File: config.mk
export PLATFORM = sky130hd
export DESIGN_NAME = pc_sequencer_flat
export DESIGN_NICKNAME = d
export VERILOG_FILES = /design/src/rtl/pc_sequencer_if.sv /design/src/rtl/pc_sequencer.sv /design/src/flat_wrapper.sv
export SDC_FILE = /design/constraint.sdc
export NUM_CORES = 1
export LEC_CHECK = 0
export BUFFER_PORTS_ARGS = -buffer_cell sky130_fd_sc_hd__clkbuf_2
export CAP_MARGIN = 20
export CORE_UTILIZATION = 40
export DETAILED_ROUTE_END_ITERATION = 8
export GPL_ROUTABILITY_DRIVEN = 0
export GPL_TIMING_DRIVEN = 0
export PLACE_DENSITY_LB_ADDON = 0.2
export SLEW_MARGIN = 20
export SYNTH_ARGS = -nofsm -noshare
export SYNTH_HDL_FRONTEND = slang
export SYNTH_SLANG_ARGS = --single-unit
File: constraint.sdc
create_clock -name clock -period 2.3 [get_ports clock]
set_input_delay 0.115 -clock clock [delete_from_list [all_inputs] [get_ports clock]]
set_output_delay 0.115 -clock clock [all_outputs]
set_load 0.01 [all_outputs]
File: src/rtl/pc_sequencer_if.sv
// Bundle of PC-control, instruction-fetch and datapath signals between pc_sequencer and its neighbours.
// master = sequencer side, slave = PC / memory / datapath side.
interface pc_sequencer_if;
    logic [15:0] pc_value;
    logic [15:0] pc_in;
    logic        pc_load;
    logic        pc_inc;
    logic [15:0] imem_addr;
    logic        imem_req;
    logic        imem_ack;
    logic [15:0] instr;
    logic [15:0] instr_out;
    logic        instr_valid;
    logic [15:0] jump_target;
    logic        alu_zr;
    logic        alu_ng;

    modport master (
        input  pc_value, imem_ack, instr, jump_target, alu_zr, alu_ng,
        output pc_in, pc_load, pc_inc, imem_addr, imem_req, instr_out, instr_valid
    );

    modport slave (
        output pc_value, imem_ack, instr, jump_target, alu_zr, alu_ng,
        input  pc_in, pc_load, pc_inc, imem_addr, imem_req, instr_out, instr_valid
    );
endinterface

File: src/rtl/pc_sequencer.sv
// Fetch/execute controller: owns PC load/inc, the imem request handshake, jump and halt decode.
// Define PC_SEQ_RET_STACK_EN to add a 4-entry CALL/RET return-address stack.
module pc_sequencer #(
    parameter logic [15:0] RESET_VECTOR = 16'h0000,
    parameter int unsigned ACK_TIMEOUT  = 15
) (
    input  logic           clock,
    input  logic           rst_n,
    input  logic           start,
    pc_sequencer_if.master bus,
    output logic           halted,
    output logic           fault
);

    // state | meaning
    // IDLE  | stopped, waiting for start
    // BOOT  | one-cycle load of RESET_VECTOR into the PC
    // REQ   | fetch outstanding, counting toward ACK_TIMEOUT
    // EXEC  | instruction presented to datapath, PC strobe issued
    // HALT  | halt idiom seen, held until reset
    // FAULT | fetch timeout or stack error, held until reset
    typedef enum logic [2:0] {IDLE, BOOT, REQ, EXEC, HALT, FAULT} state_t;

    localparam logic [7:0] TO_LAST = 8'(ACK_TIMEOUT - 1);

    state_t      state;
    state_t      next_state;
    logic        booted;
    logic [7:0]  to_cnt;
    logic [15:0] instr_q;

    logic        pc_load_c;
    logic        pc_inc_c;
    logic [15:0] pc_in_c;
    logic        req_c;
    logic        valid_c;

    logic        is_c;
    logic        is_norm;
    logic [2:0]  j;
    logic        taken;
    logic        halt_idiom;

    assign is_c  = instr_q[15];
    assign j     = instr_q[2:0];
    assign taken = (j[2] & bus.alu_ng) | (j[1] & bus.alu_zr) | (j[0] & ~bus.alu_ng & ~bus.alu_zr);

`ifdef PC_SEQ_RET_STACK_EN
    logic        is_call;
    logic        is_ret;
    logic        push;
    logic        pop;
    logic [2:0]  depth;
    logic [1:0]  top_idx;
    logic [15:0] stack_top;
    logic [15:0] stack [4];

    assign is_call   = is_c && (instr_q[14:13] == 2'b01);
    assign is_ret    = is_c && (instr_q[14:13] == 2'b10);
    assign is_norm   = is_c && !is_call && !is_ret;
    // depth[1:0]-1 wraps 4 -> 3, so the top entry is correct at full depth too
    assign top_idx   = depth[1:0] - 2'd1;
    assign stack_top = stack[top_idx];

    always_ff @(posedge clock or negedge rst_n) begin
        if (!rst_n) begin
            depth <= '0;
            for (int i = 0; i < 4; i++) begin
                stack[i] <= '0;
            end
        end else if (push) begin
            stack[depth[1:0]] <= bus.pc_value + 16'd1;
            depth             <= depth + 3'd1;
        end else if (pop) begin
            depth <= depth - 3'd1;
        end
    end
`else
    assign is_norm = is_c;
`endif

    assign halt_idiom = is_norm && (j == 3'b111) && (bus.jump_target == bus.pc_value);

    always_ff @(posedge clock or negedge rst_n) begin
        if (!rst_n) begin
            state   <= IDLE;
            booted  <= 1'b0;
            to_cnt  <= '0;
            instr_q <= '0;
        end else begin
            state <= next_state;
            if (state == BOOT) begin
                booted <= 1'b1;
            end
            if (state == REQ) begin
                if (bus.imem_ack) begin
                    to_cnt  <= '0;
                    instr_q <= bus.instr;
                end else begin
                    to_cnt <= to_cnt + 8'd1;
                end
            end
        end
    end

    always_comb begin
        next_state = state;
        pc_load_c  = 1'b0;
        pc_inc_c   = 1'b0;
        pc_in_c    = '0;
        req_c      = 1'b0;
        valid_c    = 1'b0;
`ifdef PC_SEQ_RET_STACK_EN
        push       = 1'b0;
        pop        = 1'b0;
`endif
        case (state)
            IDLE: begin
                if (start) begin
                    next_state = booted ? REQ : BOOT;
                end
            end
            BOOT: begin
                pc_load_c  = 1'b1;
                pc_in_c    = RESET_VECTOR;
                next_state = REQ;
            end
            REQ: begin
                req_c = 1'b1;
                if (bus.imem_ack) begin
                    next_state = EXEC;
                end else if (to_cnt == TO_LAST) begin
                    next_state = FAULT;
                end
            end
            EXEC: begin
                valid_c    = 1'b1;
                next_state = start ? REQ : IDLE;
                if (!is_c) begin
                    pc_inc_c = 1'b1;
                end
`ifdef PC_SEQ_RET_STACK_EN
                else if (is_ret) begin
                    if (depth == 3'd0) begin
                        next_state = FAULT;
                    end else begin
                        pc_load_c = 1'b1;
                        pc_in_c   = stack_top;
                        pop       = 1'b1;
                    end
                end else if (is_call) begin
                    if (!taken) begin
                        pc_inc_c = 1'b1;
                    end else if (depth == 3'd4) begin
                        next_state = FAULT;
                    end else begin
                        pc_load_c = 1'b1;
                        pc_in_c   = bus.jump_target;
                        push      = 1'b1;
                    end
                end
`endif
                else if (halt_idiom) begin
                    next_state = HALT;
                end else if (taken) begin
                    pc_load_c = 1'b1;
                    pc_in_c   = bus.jump_target;
                end else begin
                    pc_inc_c = 1'b1;
                end
            end
            HALT:    next_state = HALT;
            FAULT:   next_state = FAULT;
            default: next_state = IDLE;
        endcase
    end

    assign bus.pc_load     = pc_load_c;
    assign bus.pc_inc      = pc_inc_c;
    assign bus.pc_in       = pc_in_c;
    assign bus.imem_req    = req_c;
    assign bus.imem_addr   = bus.pc_value;
    assign bus.instr_out   = instr_q;
    assign bus.instr_valid = valid_c;
    assign halted          = (state == HALT);
    assign fault           = (state == FAULT);

endmodule

File: src/flat_wrapper.sv
// flat-port wrapper written by rule: the top's interface ports become plain ports
module pc_sequencer_flat 
#(
    parameter logic [15:0] RESET_VECTOR = 16'h0000,
    parameter int unsigned ACK_TIMEOUT  = 15
)
  (clock, rst_n, start, halted, fault, bus_pc_value, bus_imem_ack, bus_instr, bus_jump_target, bus_alu_zr, bus_alu_ng, bus_pc_in, bus_pc_load, bus_pc_inc, bus_imem_addr, bus_imem_req, bus_instr_out, bus_instr_valid);
  pc_sequencer_if bus_i ();
  input  logic clock;
  input  logic rst_n;
  input  logic start;
  output logic halted;
  output logic fault;
  input wire logic [$bits(bus_i.pc_value)-1:0] bus_pc_value;
  input wire logic [$bits(bus_i.imem_ack)-1:0] bus_imem_ack;
  input wire logic [$bits(bus_i.instr)-1:0] bus_instr;
  input wire logic [$bits(bus_i.jump_target)-1:0] bus_jump_target;
  input wire logic [$bits(bus_i.alu_zr)-1:0] bus_alu_zr;
  input wire logic [$bits(bus_i.alu_ng)-1:0] bus_alu_ng;
  output wire logic [$bits(bus_i.pc_in)-1:0] bus_pc_in;
  output wire logic [$bits(bus_i.pc_load)-1:0] bus_pc_load;
  output wire logic [$bits(bus_i.pc_inc)-1:0] bus_pc_inc;
  output wire logic [$bits(bus_i.imem_addr)-1:0] bus_imem_addr;
  output wire logic [$bits(bus_i.imem_req)-1:0] bus_imem_req;
  output wire logic [$bits(bus_i.instr_out)-1:0] bus_instr_out;
  output wire logic [$bits(bus_i.instr_valid)-1:0] bus_instr_valid;
  assign bus_i.pc_value = bus_pc_value;
  assign bus_i.imem_ack = bus_imem_ack;
  assign bus_i.instr = bus_instr;
  assign bus_i.jump_target = bus_jump_target;
  assign bus_i.alu_zr = bus_alu_zr;
  assign bus_i.alu_ng = bus_alu_ng;
  assign bus_pc_in = bus_i.pc_in;
  assign bus_pc_load = bus_i.pc_load;
  assign bus_pc_inc = bus_i.pc_inc;
  assign bus_imem_addr = bus_i.imem_addr;
  assign bus_imem_req = bus_i.imem_req;
  assign bus_instr_out = bus_i.instr_out;
  assign bus_instr_valid = bus_i.instr_valid;
  pc_sequencer #(.RESET_VECTOR(RESET_VECTOR), .ACK_TIMEOUT(ACK_TIMEOUT)) u_core (.clock(clock), .rst_n(rst_n), .start(start), .bus(bus_i), .halted(halted), .fault(fault));
endmodule
---- Yosys cells after proc, flatten, opt, wreduce, memory -nomap -nowiden ----
Index checks and enable logic that the tools add are counted.
Widths: inputs -> output; s select.
storage, ports and cells
  output and inout bits ................... 54
  logic and storage cells ................. 51
  bits of input ports ..................... 54
  register bits ........................... 28
cells by class
  add/sub/neg operators ................... 1
  multiplexer cells ....................... 23
  eq/ne operators ......................... 10
  reductions and logical operators ........ 5
  bitwise operators ....................... 8
operators by type and width
  cell                 number
  $mux 16              4
  $pmux 3 s6           1
  $eq 16x16->1         1
  $mux 3               5
  $eq 3x3->1 const B   3
  $mux 1               9
  $add 8x1->8 const B  1
  $eq 8x4->1 const B   1
  $mux 8               1
  $eq 3x2->1 const B   2
  $and 1x1->1          4
  $mux 2               2
  $reduce_and 2->1     2
  $eq 3x1->1 const B   1
  $logic_not 3->1      1
  $ne 3x3->1 const B   1
  $logic_and 1x1->1    2
  $ne 2x2->1 const B   1
  $not 1->1            2
  $or 1x1->1           2
  $pmux 1 s2           1

---- Logic depth before layout (Yosys ltp) ----
  depth after elaboration ................. 8
  mapped depth ............................ 7
  depth with buffers taken out ............ 6

---- Worst setup path before layout ----
Ideal clock, no wire load.
  path kind ............................... reg-to-output
  start point ............................. register u_core.instr_q[0], in the netlist u_core.bus.instr_out[0]
  end point ............................... output port bus_pc_in[11]
  path slack .............................. 491 ps
  data required time ...................... 2,185 ps
  cell stages (with the launch flop) ...... 6
  path buffers ............................ 1
  data arrival time ....................... 1,694 ps
  cells stage by stage .................... dfrtp_1 -> or3b_2 -> a21boi_2 -> nand2_1 -> buf_2 -> a211oi_1
on the way
  longest elaborated chain between the ends .. 7
  elaborated cells between the ends (all ways) .. 10
  classes of those cells .................. eq/ne (1); mux (4); bitwise (3); reduce/logical (2)
RTL lines
  what                      line                 source
  start, declared           pc_sequencer.sv:30   logic [15:0] instr_q;
  start signal, assigned    pc_sequencer.sv:98   instr_q <= bus.instr;
  $and 1x1->1 (2 in a row)  pc_sequencer.sv:46   assign taken = (j[2] & bus.alu_ng) | (j[1] & bus.alu_zr) | (j[0] & ~bus.alu_ng & ~bus.alu_zr);
  $or 1x1->1                pc_sequencer.sv:46
  $mux 16                   pc_sequencer.sv:165  end else if (taken) begin
  $mux 16 *                 pc_sequencer.sv:163  else if (halt_idiom) begin
  $mux 16 *                 pc_sequencer.sv:139  if (!is_c) begin
  $mux 16 *                 pc_sequencer.sv:117  case (state)
  end, declared             flat_wrapper.sv:20   output wire logic [$bits(bus_i.pc_in)-1:0] bus_pc_in;
Mark *: on every way between the ends. The rest lies on a longest branch, timed or not.

---- Final worst setup path ----
  start point ............................. register u_core.instr_q[0], in the netlist u_core.bus.instr_out[0]
  end point ............................... output port bus_pc_in[14]
The elaborated chain is that of the path after synthesis.

==> summary.txt <==
Worst setup path category: register to output pin
WP data arrival: 2110 ps
Remaining Overflow, GRT: 0
Layout net count: 364
Inserted Clock Buffers: 3
Hold-critical path depth: 2
Setup ws final: 74.3 ps
Most common cell after layout, fill and taps aside: clkbuf_2
Max-Cap Viols: 0
Crit path max-delay family: simple AND/OR/NAND/NOR gates
Critical R2R Capture: u_core.bus.instr_out[13]
Setup slack, reg-to-reg: 460 ps
Largest net degree at the start of global routing: 29
Required time of the worst setup path: 2180 ps
Overall die height: 69.8 um
IO Count: 108
Synth Cell Area: 0.00184 mm^2
Worst R2R Start: u_core.state[2]
Root Driver: clkbuf_8
Number of fill cells: 418
Post-DP HPWL: 3450 um
Final setup viols: 0
Crit-path max FO: 10
Syn_area_per_cell: 9.48 um^2
#FFs+latches synth: 28
Die Width: 69.8 um
CP endpoint kind: output pin
Core Area: 0.00438 mm^2
Antenna-violating nets left: 0
R2R depth: 6
HP Class: input port to register
Hold Crit Endpoint: u_core.bus.instr_out[10]
Antenna fix cells: 0
DR WL/cell: 12.0 um
First-pass GRT wire length: 7170 um
TritonCTS Sinks: 28
TNS Setup: 0 ps
Initial DRC Count: 74
Via count: 1763
Initial antenna violation count: 0
Synth-to-layout area growth: 38.8%
Drc violations: 0
Most frequent cells in the layout: clkbuf_2 (105), dfrtp_1 (28), inv_1 (22)
Via/cell ratio: 4.91
Vias in the first global route: 1637
Worst Tran Pin Value: 692 ps
CP Buf/Inv Count: 2
Reg clk slew, reported paths: 100 ps
Port bufs: 107
Setup Skew: 1.38 ps
Min-delay src: bus_instr[10]
Fmax achieved: 449 MHz
Initial DRT Pass Iterations: 4
Max Slew Vio Count: 0
PwrDens: 942 mW/mm^2
Gr usage total: 18.1%
Post-Syn Nets: 250
Seq/Total Area, Yosys: 38.1%
CTS tree: built
H-Tree Depth: 1
Clock latency on the worst-skew pair: 270 ps
Post-synth cell types: 41
LEAKAGE: 1.32 nW
Final Hold Vio Count: 0
Die area: 0.00487 mm^2
Final Cycle Share: 96.8%
Synth warnings: 0
Row cnt: 24
Total wire length: 4310 um
Clock buffer depth: 2
Unrepaired setup endpoints after global routing: false
Peak supply drop: 0.692 mV
Pre-CTS setup slack: 310 ps
Layout cells sized above 1: 52.1%
Relative slew slack: 53.9%
Cell count after synthesis: 194
Min Tclk post-route: 2230 ps
Outcome: finished clean
Crit-path max cell delay: 490 ps
Critical path launch point type: register
Initial Util: 42.0%
Crit-path slowest cell: or3b_2
Worst-path cell chain: or3b_2 -> a21boi_4 -> nand2_2 -> buf_4 -> a211oi_1 -> clkbuf_2
==> report_power, final <==
part | internal [mW] | switching, mW
Sequential | 0.710 | 0.206
Combinational | 0.554 | 0.545
Clock | 0.233 | 0.155
Total | 1.50 | 0.906
==> worst register-to-register path, stage by stage (launching register included) <==
cell and delay, ps:
dfrtp_1 390, buf_6 130, or3b_1 360, buf_2 160, nor2_1 130, buf_4 210
mux2_2 350
==> worst max path at each step <==
| stage | slack, ps | startpoint | cells after the start | end |
|---|---|---|---|---|
| 2_1_floorplan | 490 | u_core.bus.instr_out[0] | 5 | bus_pc_in[11] |
| 3_3_place_gp | 340 | u_core.bus.instr_out[0] | 6 | bus_pc_in[14] |
| 3_5_place_dp | 310 | u_core.bus.instr_out[0] | 6 | bus_pc_in[7] |
| 4_1_cts | 30 | u_core.bus.instr_out[0] | 6 | bus_pc_in[7] |
| 5_1_grt | 8 | u_core.bus.instr_out[0] | 6 | bus_pc_in[11] |
| 6_report | 70 | u_core.bus.instr_out[0] | 6 | bus_pc_in[14] |
==> cells in the mapped netlist, drive strengths merged <==
library cell,number,area [um^2]
a2111oi,1,8.76
a211oi,15,113
a21boi,1,11.3
a21o,1,7.51
a21oi,6,30.0
a22oi,1,7.51
a31o,1,8.76
a31oi,2,12.5
and3,1,6.26
buf,21,156
clkbuf,3,11.3
dfrtp,28,701
ha,2,25.0
inv,22,82.6
mux2,16,180
mux2i,1,10.0
nand2,10,37.5
nand3,5,25.0
nand4,4,25.0
nand4b,1,8.76
nor2,6,25.0
nor2b,1,6.26
nor3,9,55.1
nor3b,1,7.51
nor4,2,12.5
o21ai,5,25.0
o21ba,2,20.0
o22ai,1,6.26
o2bb2ai,1,8.76
o31ai,1,7.51
or2,1,6.26
or3,1,6.26
or3b,2,17.5
or4b,1,10.0
xnor2,17,149
xor2,1,8.76
==> timing repair <==
action | 4_1_cts | 5_1_grt
setup endpoints to repair | 1 | 12
hold buffers | 1 | 0
gates resized for setup | 1 | 7
endpoints found under the hold margin | 28 | 0
buffers inserted | 0 | 1
==> metal layers <==
layer,up-vias,global-route usage [%],wire length (um),share of wire [%]
li1,887,-,-,-
met1,808,21.9,1950,45
met2,60,32.3,2060,48
met3,8,3.92,232,5.4
met4,0,4.67,66,1.5
met5,-,0,0,0
==> registers in the layout (all words and copies together) (netlist names) <==
| name | flops |
|---|---|
| u_core.booted | 1 |
| u_core.bus.instr_out | 16 |
| u_core.state | 3 |
| u_core.to_cnt | 8 |
==> per-stage QoR <==
| step | power (mW) | hold WS [ps] | area [um^2] | util, % | instances |
|---|---|---|---|---|---|
| final | 2.40 | 62.0 | 2550 | 58.2 | 359 |
| after global routing | 2.58 | 57.7 | 2550 | 58.2 | 359 |
| after CTS | 2.39 | 60.9 | 2520 | 57.6 | 358 |
| after detailed placement | 2.00 | 195 | 2440 | 55.7 | 353 |
| after global placement | 1.97 | 198 | 2440 | 55.7 | 353 |
| after floorplan | 1.58 | -181 | 1840 | - | 194 |
==> kinds of logic after synthesis <==
logic type      after synthesis  share of synthesized area [%]
compound gates               38                           14.5
buf+inv                      46                           13.6
mux                          17                           10.3
fa+ha+maj                     2                           1.36
simple gates                 45                           13.5
flops                        28                           38.1
xor+xnor                     18                           8.57
==> cell type report <==
type	count	area (um^2)	area share (%)
clock inverters	1	30.0	1.18
repair buffers	109	553	21.7
multi-input cells	120	910	35.6
clock buffers	3	41.3	1.62
plain buffers	24	170	6.67
well taps	52	65.1	2.55
inverters	22	82.6	3.24
flip-flops and latches	28	701	27.5
No activity file was read; power rests on OpenSTA's default activity.
